--- src/rtl/pad_debounce_pkg.sv ---
// Shared constants and helpers for the pad debouncer.
package pad_debounce_pkg;

    // 1 ms of stable level at 36 MHz
    localparam int unsigned DEBOUNCE_CYCLES_DEF = 36000;

    // Counter width able to hold 0..cycles
    function automatic int unsigned cnt_width(input int unsigned cycles);
        return (cycles < 1) ? 1 : $clog2(cycles + 1);
    endfunction

endpackage

--- src/rtl/debounce_chan.sv ---
// One pad channel: 2-flop synchroniser, stability counter, accepted level and edge pulses.
// Edge pulses exist only when PAD_DEBOUNCE_EVENT_EN is defined.
module debounce_chan
    import pad_debounce_pkg::*;
#(
    parameter int unsigned DEBOUNCE_CYCLES = DEBOUNCE_CYCLES_DEF,
    parameter logic        RST_LEVEL       = 1'b1
) (
    input  logic clk,
    input  logic rst_n,
    input  logic pad_raw,
    output logic pad_db,
    output logic pad_rise,
    output logic pad_fall,
    output logic edge_c
);

    localparam int unsigned   CW       = cnt_width(DEBOUNCE_CYCLES);
    localparam logic [CW-1:0] CNT_LAST = CW'(DEBOUNCE_CYCLES - 1);

    logic          sync_q1;
    logic          sync_q2;
    logic [CW-1:0] cnt;

    // Only this flop reads the asynchronous pad level
    always_ff @(posedge clk) begin
        if (!rst_n) begin
            sync_q1 <= RST_LEVEL;
            sync_q2 <= RST_LEVEL;
        end else begin
            sync_q1 <= pad_raw;
            sync_q2 <= sync_q1;
        end
    end

    // New level has now been seen for DEBOUNCE_CYCLES consecutive cycles
    assign edge_c = (sync_q2 != pad_db) && (cnt == CNT_LAST);

    always_ff @(posedge clk) begin
        if (!rst_n) begin
            pad_db <= RST_LEVEL;
            cnt    <= '0;
        end else if (sync_q2 == pad_db) begin
            cnt    <= '0;
        end else if (edge_c) begin
            pad_db <= sync_q2;
            cnt    <= '0;
        end else begin
            cnt    <= cnt + CW'(1);
        end
    end

`ifdef PAD_DEBOUNCE_EVENT_EN
    // Pulses register on the same edge as the pad_db update
    always_ff @(posedge clk) begin
        if (!rst_n) begin
            pad_rise <= 1'b0;
            pad_fall <= 1'b0;
        end else begin
            pad_rise <= edge_c &  sync_q2;
            pad_fall <= edge_c & ~sync_q2;
        end
    end
`else
    assign pad_rise = 1'b0;
    assign pad_fall = 1'b0;
`endif

endmodule

--- src/rtl/pad_debounce.sv ---
// N_PADS independent debounced pad channels plus per-channel sticky edge flags.
// Define PAD_DEBOUNCE_EVENT_EN to build the rise/fall pulses and sticky flags.
module pad_debounce
    import pad_debounce_pkg::*;
#(
    parameter int unsigned N_PADS          = 5,
    parameter int unsigned DEBOUNCE_CYCLES = DEBOUNCE_CYCLES_DEF,
    parameter logic        RST_LEVEL       = 1'b1
) (
    input  logic              clk,
    input  logic              rst_n,
    input  logic [N_PADS-1:0] pad_raw,
    output logic [N_PADS-1:0] pad_db,
    output logic [N_PADS-1:0] pad_rise,
    output logic [N_PADS-1:0] pad_fall,
    output logic [N_PADS-1:0] evt_sticky,
    input  logic [N_PADS-1:0] evt_clr
);

    logic [N_PADS-1:0] chan_edge_c;

    for (genvar i = 0; i < N_PADS; i++) begin : g_chan
        debounce_chan #(
            .DEBOUNCE_CYCLES (DEBOUNCE_CYCLES),
            .RST_LEVEL       (RST_LEVEL)
        ) u_chan (
            .clk      (clk),
            .rst_n    (rst_n),
            .pad_raw  (pad_raw[i]),
            .pad_db   (pad_db[i]),
            .pad_rise (pad_rise[i]),
            .pad_fall (pad_fall[i]),
            .edge_c   (chan_edge_c[i])
        );
    end

`ifdef PAD_DEBOUNCE_EVENT_EN
    // Set wins over a simultaneous write-1-to-clear
    always_ff @(posedge clk) begin
        if (!rst_n) begin
            evt_sticky <= '0;
        end else begin
            evt_sticky <= (evt_sticky & ~evt_clr) | chan_edge_c;
        end
    end
`else
    logic unused_evt;

    assign evt_sticky = '0;
    assign unused_evt = ^{evt_clr, chan_edge_c};
`endif

endmodule

--- config.mk ---
export PLATFORM = sky130hd
export DESIGN_NAME = pad_debounce
export DESIGN_NICKNAME = d
export VERILOG_FILES = /design/src/rtl/pad_debounce_pkg.sv /design/src/rtl/debounce_chan.sv /design/src/rtl/pad_debounce.sv
export SDC_FILE = /design/constraint.sdc
export NUM_CORES = 1
export LEC_CHECK = 0
export ABC_AREA = 1
export BUFFER_PORTS_ARGS = -buffer_cell sky130_fd_sc_hd__buf_2
export CORE_ASPECT_RATIO = 0.9
export CORE_UTILIZATION = 33
export DETAILED_ROUTE_END_ITERATION = 6
export PLACE_DENSITY_LB_ADDON = 0.3
export SLEW_MARGIN = 20
export SYNTH_ARGS = -nofsm -noshare
export SYNTH_HDL_FRONTEND = slang
export SYNTH_HIERARCHICAL = 1
export SYNTH_SLANG_ARGS = --single-unit
export TNS_END_PERCENT = 1
--- constraint.sdc ---
create_clock -name clk -period 1.7 [get_ports clk]
set_clock_uncertainty 0.2 [all_clocks]
set_input_delay 0.255 -clock clk [delete_from_list [all_inputs] [get_ports clk]]
set_output_delay 0.255 -clock clk [all_outputs]
set_load 0.05 [all_outputs]
==> results.md <==
- First-pass GRT wire length: 16,700 um
- Synthesized instance count: 711
- Outcome: finished clean
- WP data required: 1.74 ns
- Clk_lat worst skew: 0.35 ns
- CTS Buf Count: 9
- Core area: 14,800 um^2
- Port buffer count: 11
- Pwr Total: 0.00471 W
- Ant diodes: 0
- Crit end category: flop
- Layout cells sized above 1: approximately 18%
- Crit start category: flop
- Clock-pin slew on the worst setup and hold paths: ~0.06 ns
- Starting Density: 34.1%
- Sinks on Clock Net: 95
- I/O pin count: 32
- DRT Pass-1 Iters: 4
- Clock tree buffer depth: 2
- Antenna violations before repair: 0
- Synth-to-Final Area Change: 13.3%
- DRC violation total after the first TritonRoute iteration: about 170
- CTS H-tree depth: 3
- CTS tree: yes
- Average cell area after synthesis: 7.11 um^2
- Hold WC Path Type: input port to flop
- ANT nets after route: 0
- Die height: 119 um
- Number of global-route vias before repair: 3,666
- Crit share post-route: roughly 93%
- Placed Instances: 925
- Layout Cells excl Fill: 944
- Warnings from Yosys: 6
- # nets final: 760
- Fin. max-slew vios: 0
- CTS root buffer: clkbuf_16
- Total track usage: 13.1%
- Critical Path AT: 1.61 ns
- Hold Fails Final Rpt: 0
- DIE AREA: 15,800 um^2
- Post-CTS setup buffers: 0
- RSZ-0062 raised after global routing: no
- Routed wire per std cell: 9.93 um
- Critical-path maximum fanout: 15
- Ratio of total power to cell area: a little over 800 nW/um^2
- DRC viols: 0
- Fin util: 38.6%
- Register Area: 1900 um^2
- Remaining Overflow, GRT: 0
- Worst VDD drop: 0.486 mV
- Fin crit period: 1.57 ns
- Setup TNS: 0 ns
- Post-detail-place hpwl: 6820 um
- Largest net degree at the start of global routing: 16
- Via count: 4,074
- Wirelength, routed: between 9000 and 10,000 um
- Setup CP Type: flop to flop
- Fillcell total: 1,566
- P_leak: 1.92 nW
- Routability cong.: 0.786
- Max-cap check violation count: 0
- Post-Syn Area: approximately 5100 um^2
- # setup viols final: 0
- Multi-input gate area: 2620 um^2
- Width of the die: 132 um
- DR vias/cell: 4.32
- # rows: 42
- Maximum achievable frequency: around 640 MHz
-- layout make-up --
type / instances / area share (%)
inverters: 105 / 6.88
repair buffers: 32 / 3.93
well taps: 198 / 4.33
clock inverters: 4 / 1.66
multi-input cells: 500 / 45.8
clock buffers: 10 / 4.17
flip-flops and latches: 95 / 33.2
-- routing by layer --
metal	track usage, %	up-vias	wire, um
li1	-	2243	-
met1	16.8	1777	4780
met2	21.1	47	4210
met3	3.58	7	293
met4	4.74	0	99
met5	0	-	0
-- sequential cells by signal, indices dropped and copies added (netlist names) --
name                   count
g_chan.u_chan/cnt         80
g_chan.u_chan/sync_q2      5
g_chan.u_chan/pad_db       5
g_chan.u_chan/sync_q1      5
-- per-stage QoR --
step / worst slack [ns] / cell area [um^2] / hold WS, ns
2_1_floorplan: 0.107 / 5090 / 0.140
3_3_place_gp: 0.0929 / 5300 / 0.197
3_5_place_dp: 0.0666 / 5300 / 0.200
4_1_cts: 0.0481 / 5680 / 0.0188
5_1_grt: 0.0161 / 5730 / 0.0216
6_report: 0.126 / 5730 / 0.0222
-- cell usage in the layout, fill, tap and decap left out --
cell type / count
nand4_1: 25
bufinv_16: 3
clkbuf_16: 9
dfxtp_1: 95
a21oi_2: 10
clkbuf_8: 1
nand2_8: 5
buf_4: 16
nand2_2: 10
xor2_1: 10
clkinv_2: 1
nor2_4: 10
conb_1: 15
nand3_1: 75
nand2_1: 145
a21oi_1: 30
inv_2: 5
or2_2: 10
nor2_1: 90
buf_2: 11
inv_1: 100
nor2_2: 40
ha_2: 1
xnor2_1: 20
ha_1: 4
dlygate4sd3_1: 5
-- worst paths after layout --
path / endpoint / cells past startpoint / slack (ns) / from
worst min-delay path: g_chan[1].u_chan/pad_db / 2 / 0.02 / rst_n
worst min register to register: g_chan[0].u_chan/sync_q2 / 1 / 0.21 / g_chan[0].u_chan/sync_q1
worst max-delay path: g_chan[4].u_chan/cnt[3] / 8 / 0.13 / g_chan[4].u_chan/cnt[1]
worst max register to register: g_chan[4].u_chan/cnt[3] / 8 / 0.13 / g_chan[4].u_chan/cnt[1]
-- power breakdown --
part           internal [W]  leakage (nW)  switching (W)
combinational     0.0000374         0.990       0.000119
sequential          0.00224         0.768     0.00000643
clock               0.00146         0.164       0.000847
total               0.00374          1.92       0.000972
-- worst max-delay path, stage by stage, from the launching register on --
cell and delay, ns:
dfxtp_1 0.35, ha_2 0.21, nand2_2 0.09, nor2_4 0.11, inv_2 0.05, nor2_4 0.11
nand2_2 0.11, nand2_8 0.16, a21oi_1 0.06
-- repair_timing --
item,in CTS,in global routing
endpoints found under the hold margin,5,0
gates resized for setup,0,6
hold buffers,5,0
endpoints found under the setup margin,0,35
Note: power is estimated with default switching activity, not from simulation.
